===== src/rtl/fanin_pkg.sv =====
// Shared definitions for the child fan-in collector and its round-robin arbiter.
package fanin_pkg;

  localparam int DEF_NUM_CHILD = 5;
  localparam int DEF_DATA_W    = 16;

  // Width of a child index; never narrower than one bit.
  function automatic int src_w(input int n);
    return (n <= 2) ? 1 : $clog2(n);
  endfunction

  // Upstream word {src, data} at the default configuration.
  typedef struct packed {
    logic [src_w(DEF_NUM_CHILD)-1:0] src;
    logic [DEF_DATA_W-1:0]           data;
  } out_word_t;

endpackage


===== src/rtl/rr_arbiter.sv =====
// Round-robin arbiter: one-hot grant to the first requester at or after rr_ptr.
module rr_arbiter
  import fanin_pkg::*;
#(
  parameter  int N     = DEF_NUM_CHILD,
  localparam int PTR_W = src_w(N)
) (
  input  logic             clk,
  input  logic             rst,
  input  logic [N-1:0]     req,
  input  logic             advance,
  output logic [N-1:0]     grant,
  output logic [PTR_W-1:0] grant_idx
);

  logic [PTR_W-1:0] rr_ptr_q;
  logic [PTR_W-1:0] rr_ptr_d;

  // Search req starting at rr_ptr_q, wrapping modulo N; first hit wins.
  // NOTE: every output of a combinational block gets a default before any
  // conditional assignment, otherwise synthesis infers a latch.
  always_comb begin
    int  idx;
    logic found;
    grant     = '0;
    grant_idx = '0;
    found     = 1'b0;
    idx       = 0;
    for (int i = 0; i < N; i++) begin
      idx = (int'(rr_ptr_q) + i) % N;
      if (!found && req[idx]) begin
        found      = 1'b1;
        grant[idx] = 1'b1;
        grant_idx  = PTR_W'(idx);
      end
    end
  end

  // Priority moves to the child just after the one granted.
  always_comb begin
    rr_ptr_d = rr_ptr_q;
    if (advance) begin
      rr_ptr_d = (grant_idx == PTR_W'(N - 1)) ? '0 : grant_idx + PTR_W'(1);
    end
  end

  // Pointer register with synchronous reset to child 0.
  // NOTE: sequential state uses non-blocking assignments so every flop
  // samples the pre-edge values regardless of statement order.
  always_ff @(posedge clk) begin
    if (rst) begin
      rr_ptr_q <= '0;
    end else begin
      rr_ptr_q <= rr_ptr_d;
    end
  end

endmodule


===== src/rtl/child_fanin_collector.sv =====
// Merges NUM_CHILD child request streams into one upstream stream tagged
// with the source child index, through a single registered output slot.
module child_fanin_collector
  import fanin_pkg::*;
#(
  parameter  int NUM_CHILD = DEF_NUM_CHILD,
  parameter  int DATA_W    = DEF_DATA_W,
  parameter  int CNT_W     = 16,
  localparam int SRC_W     = src_w(NUM_CHILD)
) (
  input  logic                        clk,
  input  logic                        rst,
  input  logic [NUM_CHILD-1:0]        child_valid,
  input  logic [NUM_CHILD*DATA_W-1:0] child_data,
  output logic [NUM_CHILD-1:0]        child_ready,
  output logic                        out_valid,
  output logic [DATA_W-1:0]           out_data,
  output logic [SRC_W-1:0]            out_src,
  input  logic                        out_ready,
  output logic [CNT_W-1:0]            xfer_cnt
);

  typedef struct packed {
    logic [SRC_W-1:0]  src;
    logic [DATA_W-1:0] data;
  } word_t;

  logic                 slot_free;
  logic                 up_hs;
  logic                 any_grant;
  logic [NUM_CHILD-1:0] req;
  logic [NUM_CHILD-1:0] grant;
  logic [SRC_W-1:0]     grant_idx;
  logic [DATA_W-1:0]    grant_data;

  logic                 out_valid_q, out_valid_d;
  word_t                word_q,      word_d;
  logic [CNT_W-1:0]     xfer_cnt_q,  xfer_cnt_d;

  // The slot can take a word when empty or being drained this cycle; the
  // request mask is the only path from out_ready into the grant.
  assign slot_free = !out_valid_q || out_ready;
  assign req       = (slot_free && !rst) ? child_valid : '0;
  assign up_hs     = out_valid_q && out_ready;
  assign any_grant = |grant;

  rr_arbiter #(.N(NUM_CHILD)) u_arb (
    .clk       (clk),
    .rst       (rst),
    .req       (req),
    .advance   (any_grant),
    .grant     (grant),
    .grant_idx (grant_idx)
  );

  // AND-OR select of the granted child's payload.
  always_comb begin
    grant_data = '0;
    for (int i = 0; i < NUM_CHILD; i++) begin
      grant_data = grant_data | (child_data[i*DATA_W +: DATA_W] & {DATA_W{grant[i]}});
    end
  end

  // Output slot: reload on grant (also covers drain-and-refill in one
  // cycle), empty on a drain with no grant, otherwise hold.
  always_comb begin
    word_d      = word_q;
    out_valid_d = out_valid_q;
    if (any_grant) begin
      word_d.src  = grant_idx;
      word_d.data = grant_data;
      out_valid_d = 1'b1;
    end else if (up_hs) begin
      out_valid_d = 1'b0;
    end
  end

  // Saturating count of upstream handshakes.
  always_comb begin
    xfer_cnt_d = xfer_cnt_q;
    if (up_hs && (xfer_cnt_q != '1)) begin
      xfer_cnt_d = xfer_cnt_q + CNT_W'(1);
    end
  end

  // State registers; reset drops any held word without reporting it.
  always_ff @(posedge clk) begin
    if (rst) begin
      out_valid_q <= 1'b0;
      word_q      <= '0;
      xfer_cnt_q  <= '0;
    end else begin
      out_valid_q <= out_valid_d;
      word_q      <= word_d;
      xfer_cnt_q  <= xfer_cnt_d;
    end
  end

  assign child_ready = grant;
  assign out_valid   = out_valid_q;
  assign out_data    = word_q.data;
  assign out_src     = word_q.src;
  assign xfer_cnt    = xfer_cnt_q;

endmodule


===== config.mk =====
export PLATFORM = sky130hd
export DESIGN_NAME = child_fanin_collector
export DESIGN_NICKNAME = d
export VERILOG_FILES = /design/src/rtl/fanin_pkg.sv /design/src/rtl/rr_arbiter.sv /design/src/rtl/child_fanin_collector.sv
export SDC_FILE = /design/constraint.sdc
export NUM_CORES = 1
export LEC_CHECK = 0
export ABC_AREA = 1
export CAP_MARGIN = 25
export CORE_ASPECT_RATIO = 0.5
export CORE_MARGIN = 8
export CORE_UTILIZATION = 46
export CTS_CLUSTER_SIZE = 24
export DETAILED_ROUTE_END_ITERATION = 7
export PLACE_DENSITY = 0.82
export SYNTH_ARGS = -nofsm -noshare
export SYNTH_HDL_FRONTEND = slang
export SYNTH_SLANG_ARGS = --single-unit

===== constraint.sdc =====
create_clock -name clk -period 5 [get_ports clk]
set_clock_uncertainty 0.15 [all_clocks]
set_input_delay 0.75 -clock clk [delete_from_list [all_inputs] [get_ports clk]]
set_output_delay 0.75 -clock clk [all_outputs]
set_load 0.02 [all_outputs]

==> reports/results.txt, run 1 <==
Detailed Route Iter0 Violations: 408
EDFF count, synth: 0
Period minus WS final: 4.77 ns
fmax: 210 MHz
GRT busiest layer: met2
CTS tree: built
Mapped Cells: 741
crit end category: primary output
Max Root-Sink Buffers: 2
routed wire length per instance: 15.2 µm
met3 global-route usage: 5.97%
H-tree depth: 2
share of the synthesized area in the top cell type: 20.2%
clk_lat worst skew: 0.29 ns
Max Slew Vio Count: 0
worst r2r path cells: 28
status: finished, final reports clean
syn nets: 859
routed vias: 5380
synthesized area: 0.00451 mm²
post-DP HPWL: 12200 µm
CTS sink cnt: 39
Cell variety after synth: 53
Post-Layout Inst Area: 0.00622 mm²
I/O pins: 129
initial antenna violation count: 0
CP Data Required Time: 4.10 ns
Hold/Removal Path Class: flip-flop to flip-flop
FF-to-FF End: out_data[7]$_SDFFE_PP0P_
Die X: 156 µm
Area Overhead vs Synth: 38.0%
Reg2Reg Setup Slack: 0.30 ns
Post-synth top cells: nand2_1, inv_1, nor2_1
CTS Buf Count: 5
Starting Density: 47.6%
count of buffers from port buffering: 128
WP data arrival: 3.87 ns
via-per-instance ratio: 5.30
DRC viols: 0
GRT Overall Usage: 22.5%
asr flop ratio synth: 0%
met1 usage: 26.9%
top-count cell post-synth: nand2_1
Slew @ Worst Pin: 0.569 ns
Final Cycle Share: 95.3%
# rows: 25
worst-path maximum fanout: 8
CTS Hold Bufs: 0
Max Cap Viol: 0
top cells by area, synth: nand2_1, dfxtp_1, ha_1
Synth Register Bits: 39
final net count: 997
clk slew on worst S/H paths: 0.06 ns
largest area contributor in the netlist: nand2_1
layout cells sized above 1: 12.6%
largest net degree at the start of global routing: 24
met2 Track Usage GR: 38.7%
FF-to-FF Start: u_arb.rr_ptr_q[1]$_SDFFE_PP0P_
Filler Cell Count: 822
full die area: 0.0134 mm²
clock root cell: clkbuf_16
Antenna Cells: 0
top_reg_cell synth: dfxtp_1
CP endpoint: child_ready[3]
Core ar.: 0.00948 mm²
area of the multi-input gates: 0.00329 mm²
critical path type: flip-flop to primary output
Post-Route WL: 15500 µm
area of placed instances: 0.00596 mm²
Hold Violations, Final: 0
Setup violations, final: 0
startpoint class of the critical path: flip-flop
TritonRoute pass-1 iters: 5
Mapped Avg Cell Area: 6.08 µm²
vias in the first global route: 5164
Congestion Overflow GR: 0
slew margin rel.: 61.9%
first-pass GRT wire length: 24900 µm
CP startpoint: u_arb.rr_ptr_q[1]$_SDFFE_PP0P_
Die H: 86.0 µm
post-synthesis sequential area ratio: 17.3%
DRT antenna net count: 0
Synth Warn #: 0
Sequential Area: 781 µm²
GP Congestion: 0.989
## per-layer routing
layer  part of all wire (%)  vias up
met2                     47      235
li1                       -     2692
met5                      0        -
met1                     41     2428
met4                    1.8        0
met3                     10       25
## metrics by stage
stage / util, % / TNS (ns) / hold slack [ns] / cells / setup slack (ns)
2_1_floorplan: - / 0 / 0.399 / 741 / 0.341
5_1_grt: 65.6 / -0.0376 / 0.364 / 1015 / -0.0182
4_1_cts: 65.1 / 0 / 0.328 / 1013 / 0.0272
3_3_place_gp: 62.8 / 0 / 0.290 / 1005 / 0.101
6_report: 65.6 / 0 / 0.325 / 1015 / 0.235
3_5_place_dp: 62.8 / 0 / 0.300 / 1005 / 0.00582
## what timing repair did
item / CTS / global route
cloned: 0 / 0
pin swaps: 0 / 6
gates resized for setup: 10 / 22
buffers inserted: 0 / 2
endpoints found under the setup margin: 5 / 12
## sequential cells by signal (all words and copies together), names as in the netlist
signal          flops
out_valid           1
out_src             3
out_data           16
u_arb.rr_ptr_q      3
xfer_cnt           16
## cell usage in the layout (no fill, tap or decap), drive strengths merged, types with 2 or more instances in the layout
master,instances
nand3b,2
nor3,12
buf,22
xor2,7
a21oi,40
nor2,75
nand4,35
o221ai,2
inv,94
bufinv,2
nand2,262
o22ai,5
clkbuf,10
and2,2
o211ai,2
o21bai,2
clkdlybuf4s50,123
o21a,2
nor4,6
ha,30
nand3,66
o21ai,29
dfxtp,39
or2,2
## kinds of logic (layout without fill, tap and decap cells)
kind of cell,count (synthesis),count (layout),share of synthesized area [%]
fa+ha+maj,30,30,8.33
flops,39,39,17.3
buf+inv,113,252,11.3
compound gates,88,88,11.8
simple gates,464,464,49.5
xor+xnor,7,7,1.78
## worst max-delay path: stages, from the launching register on
cell and delay (ns):
dfxtp_1 0.33, inv_1 0.08, buf_4 0.18, ha_1 0.31
nor2_1 0.12, nand2_1 0.07, nand2_1 0.12, inv_1 0.07
nand2_1 0.07, nand2_1 0.08, inv_1 0.10, ha_2 0.23
o21ai_4 0.09, nor2_8 0.14, xor2_4 0.21, nand2_1 0.06
o21ai_0 0.09, nand2_1 0.08, nand2_1 0.08, nand2_1 0.06
nand2_2 0.10, inv_1 0.05, nand4_1 0.15, nor2_1 0.07
nor2_1 0.33, nand3_4 0.11, clkbuf_4 0.19
## layout make-up
type,count,share of cell area (%)
multi-input combinational,589,52.9
timing repair buffer,150,22.9
sequential,39,12.6
inverter,94,5.75
tap,135,2.72
clock buffer,5,2.01
clock inverter,3,1.15
## worst min-delay path by stage
stage	start	endpoint	slack, ns	cells after the start
finish	out_src[1]$_SDFFE_PP0P_	out_src[1]$_SDFFE_PP0P_	0.32	2
global placement	out_src[1]$_SDFFE_PP0P_	out_src[1]$_SDFFE_PP0P_	0.29	2
floorplan	xfer_cnt[13]$_SDFFE_PP0P_	xfer_cnt[13]$_SDFFE_PP0P_	0.40	2
global route	out_data[1]$_SDFFE_PP0P_	out_data[1]$_SDFFE_PP0P_	0.36	2
detailed placement	out_src[1]$_SDFFE_PP0P_	out_src[1]$_SDFFE_PP0P_	0.30	2
CTS	out_src[1]$_SDFFE_PP0P_	out_src[1]$_SDFFE_PP0P_	0.33	2
Power of run 1 is not shown: default switching activity piles up to over one toggle a cycle in this logic, so the estimate is an artifact.
==> inputs of run 2 (changes only) <==
Settings changed: PLACE_DENSITY 0.82 to 0.83, SYNTH_HIERARCHICAL set to 1.
==> run 2 against run 1 <==
Effect of this change: register-to-register slack worse by 0.17 ns; sequential cell count did not move; synthesized cell count is 5.4% lower; worst setup slack worse by 0.18 ns; area after synthesis down 5.1%; non-clock buffer count rose by 12; critical endpoint is now child_ready[4].
==> reports/results.txt, run 2 <==
post-DP HPWL: 13600 µm
critical path type: flip-flop to primary output
CTS sink cnt: 39
fin cells: 973
# rows: 25
final net count: 973
worst r2r path cells: 30
clk_lat worst skew: 0.29 ns
Hold Violations, Final: 0
Max Cap Viol: 0
Slew @ Worst Pin: 0.430 ns
Die H: 84.2 µm
H-tree depth: 2
Pleak: 2.71 nW
most frequent cells in the layout: nand2_1, clkdlybuf4s50_1, nor2_1
hold depth: 2
FF-to-FF Start: u_arb/rr_ptr_q[1]$_SDFFE_PP0P_
Max Slew Vio Count: 0
clk slew on worst S/H paths: 0.06 ns
area of placed instances: 0.00582 mm²
largest net degree at the start of global routing: 27
Final Power: 4.16 mW
Synth Warn #: 6
startpoint class of the critical path: flip-flop
Mapped Cells: 701
Cell variety after synth: 48
Antenna Cells: 0
Starting Density: 46.4%
DP Worst Slack: -0.157 ns
Final Cycle Share: 98.9%
fmax: 202 MHz
post-synthesis sequential area ratio: 18.2%
vias in the first global route: 5078
I/O pins: 129
post-layout util: 66.5%
full die area: 0.0128 mm²
EDFF count, synth: 0
Reg2Reg Setup Slack: 0.13 ns
synthesized area: 0.00428 mm²
Worst Hold End: out_src[2]$_SDFFE_PP0P_
DRT antenna net count: 0
share of the synthesized area in the top cell type: 18.5%
status: finished, final reports clean
FF-to-FF End: u_arb/rr_ptr_q[2]$_SDFFE_PP0P_
largest area contributor in the netlist: nand2_1
CTS tree: built
crit end category: primary output
peak supply drop: 0.486 mV
Area Overhead vs Synth: 43.4%
setup ws final: 0.0542 ns
Post-synth top cells: nand2_1, nor2_1, inv_1
Die X: 152 µm
Synth Register Bits: 39
Max Root-Sink Buffers: 2
setup TNS: 0 ns
Congestion Overflow GR: 0
worst-path maximum fanout: 6
Cell Pwr Density: 677 mW/mm²
first-pass GRT wire length: 26700 µm
via-per-instance ratio: 5.59
Post-Layout Inst Area: 0.00614 mm²
DRC viols: 0
Period minus WS final: 4.95 ns
Detailed Route Iter0 Violations: 540
syn nets: 822
Placed Cells: 958
asr flop ratio synth: 0%
Core ar.: 0.00923 mm²
top cells by area, synth: nand2_1, dfxtp_1, ha_1
commonest non-fill, non-tap cell in the layout: nand2_1
hold_sp: out_src[2]$_SDFFE_PP0P_
GP Congestion: 0.961
count of buffers from port buffering: 128
Hold/Removal Path Class: flip-flop to flip-flop
Setup violations, final: 0
routed vias: 5436
CP Data Required Time: 4.10 ns
Mapped Avg Cell Area: 6.10 µm²
top-count cell post-synth: nand2_1
initial antenna violation count: 0
TritonRoute pass-1 iters: 5
CTS Buf Count: 5
GRT Overall Usage: 25.7%
Post-Route WL: 17500 µm
CTS Hold Bufs: 0
top_reg_cell synth: dfxtp_1
WP data arrival: 4.05 ns
layout cells sized above 1: 18.0%
clock root cell: clkbuf_16
WHS: 0.315 ns
routed wire length per instance: 18.0 µm
slew margin rel.: 71.0%
-- run 2: changes by cell type after synthesis, moves of 5 or more --
cell / change
clkbuf_1: +5
inv_1: -9
inv_2: +6
nor3_1: -8
a21oi_1: +21
nand3_1: -16
nor4_1: -6
nand2_1: -32
o21ai_2: +8
buf_6: -6
o21ai_0: -14
nor2_1: +8
-- run 2: critical path, stage by stage (launching register included) --
cell	delay (ns)
dfxtp_1	0.34
inv_2	0.07
ha_1	0.33
inv_2	0.07
nand2_1	0.10
o21ai_4	0.21
xor2_2	0.19
ha_2	0.22
fa_2	0.22
nand2_2	0.09
a21oi_4	0.20
inv_2	0.08
nand2_2	0.08
nand2_4	0.07
clkinv_2	0.07
nand2_1	0.09
o21ai_2	0.15
o21ai_2	0.11
nor2_8	0.17
inv_2	0.08
nor2_4	0.12
nand2_4	0.08
or3_4	0.35
o2111ai_2	0.09
buf_6	0.15
-- run 2: timing repair --
action	4_1_cts	5_1_grt
buffers inserted	0	8
pin swaps	1	11
hold endpoints to repair	0	0
setup endpoints to repair	5	28
resized for setup	21	28
-- run 2: cell families after synthesis --
kind of cell               after synthesis  synth area share, %
adders and majority gates               33                 9.82
AOI/OAI and AO/OA                      101                 14.0
buffers and inverters                  110                 10.4
xor gates and xnor gates                 3                0.614
DFF                                     39                 18.2
and+or+nand+nor                        415                 47.0
-- run 2: area by class of cell --
| cell class | instances | area, µm² |
|---|---|---|
| Inverter | 92 | 354 |
| Sequential cell | 39 | 782 |
| Multi-Input combinational cell | 552 | 3170 |
| Clock buffer | 6 | 129 |
| Timing Repair Buffer | 162 | 1520 |
| Clock inverter | 1 | 30.0 |
| Fill cell | 772 | 3090 |
| Tap cell | 121 | 151 |
-- run 2: worst max-delay path by stage --
stage / slack (ns) / to / startpoint / cells past startpoint
5_1_grt: -0.1 / child_ready[3] / u_arb/rr_ptr_q[1]$_SDFFE_PP0P_ / 26
2_1_floorplan: 0.06 / out_data[10]$_SDFFE_PP0P_ / u_arb/rr_ptr_q[0]$_SDFFE_PP0P_ / 31
3_5_place_dp: -0.16 / child_ready[3] / u_arb/rr_ptr_q[1]$_SDFFE_PP0P_ / 26
6_report: 0.05 / child_ready[4] / u_arb/rr_ptr_q[1]$_SDFFE_PP0P_ / 24
3_3_place_gp: 0.09 / child_ready[3] / u_arb/rr_ptr_q[1]$_SDFFE_PP0P_ / 26
4_1_cts: 0.002 / child_ready[3] / u_arb/rr_ptr_q[1]$_SDFFE_PP0P_ / 26
-- run 2: report_power, final --
part	total [mW]	switching, mW	internal, mW
registers	0.417	0.0342	0.383
logic	3.38	2.23	1.15
clock network	0.362	0.129	0.233
-- run 2: metal layers --
metal  wire, µm  share of wire (%)  GRT usage (%)  up-vias
met3       2260                 13           9.73       35
met1       7830                 45           34.6     2493
met5          0                  0              0        -
met4        401                2.3           6.93        0
met2       7020                 40           37.5      323
li1           -                  -              -     2585
(Power assumes the default switching activity.)
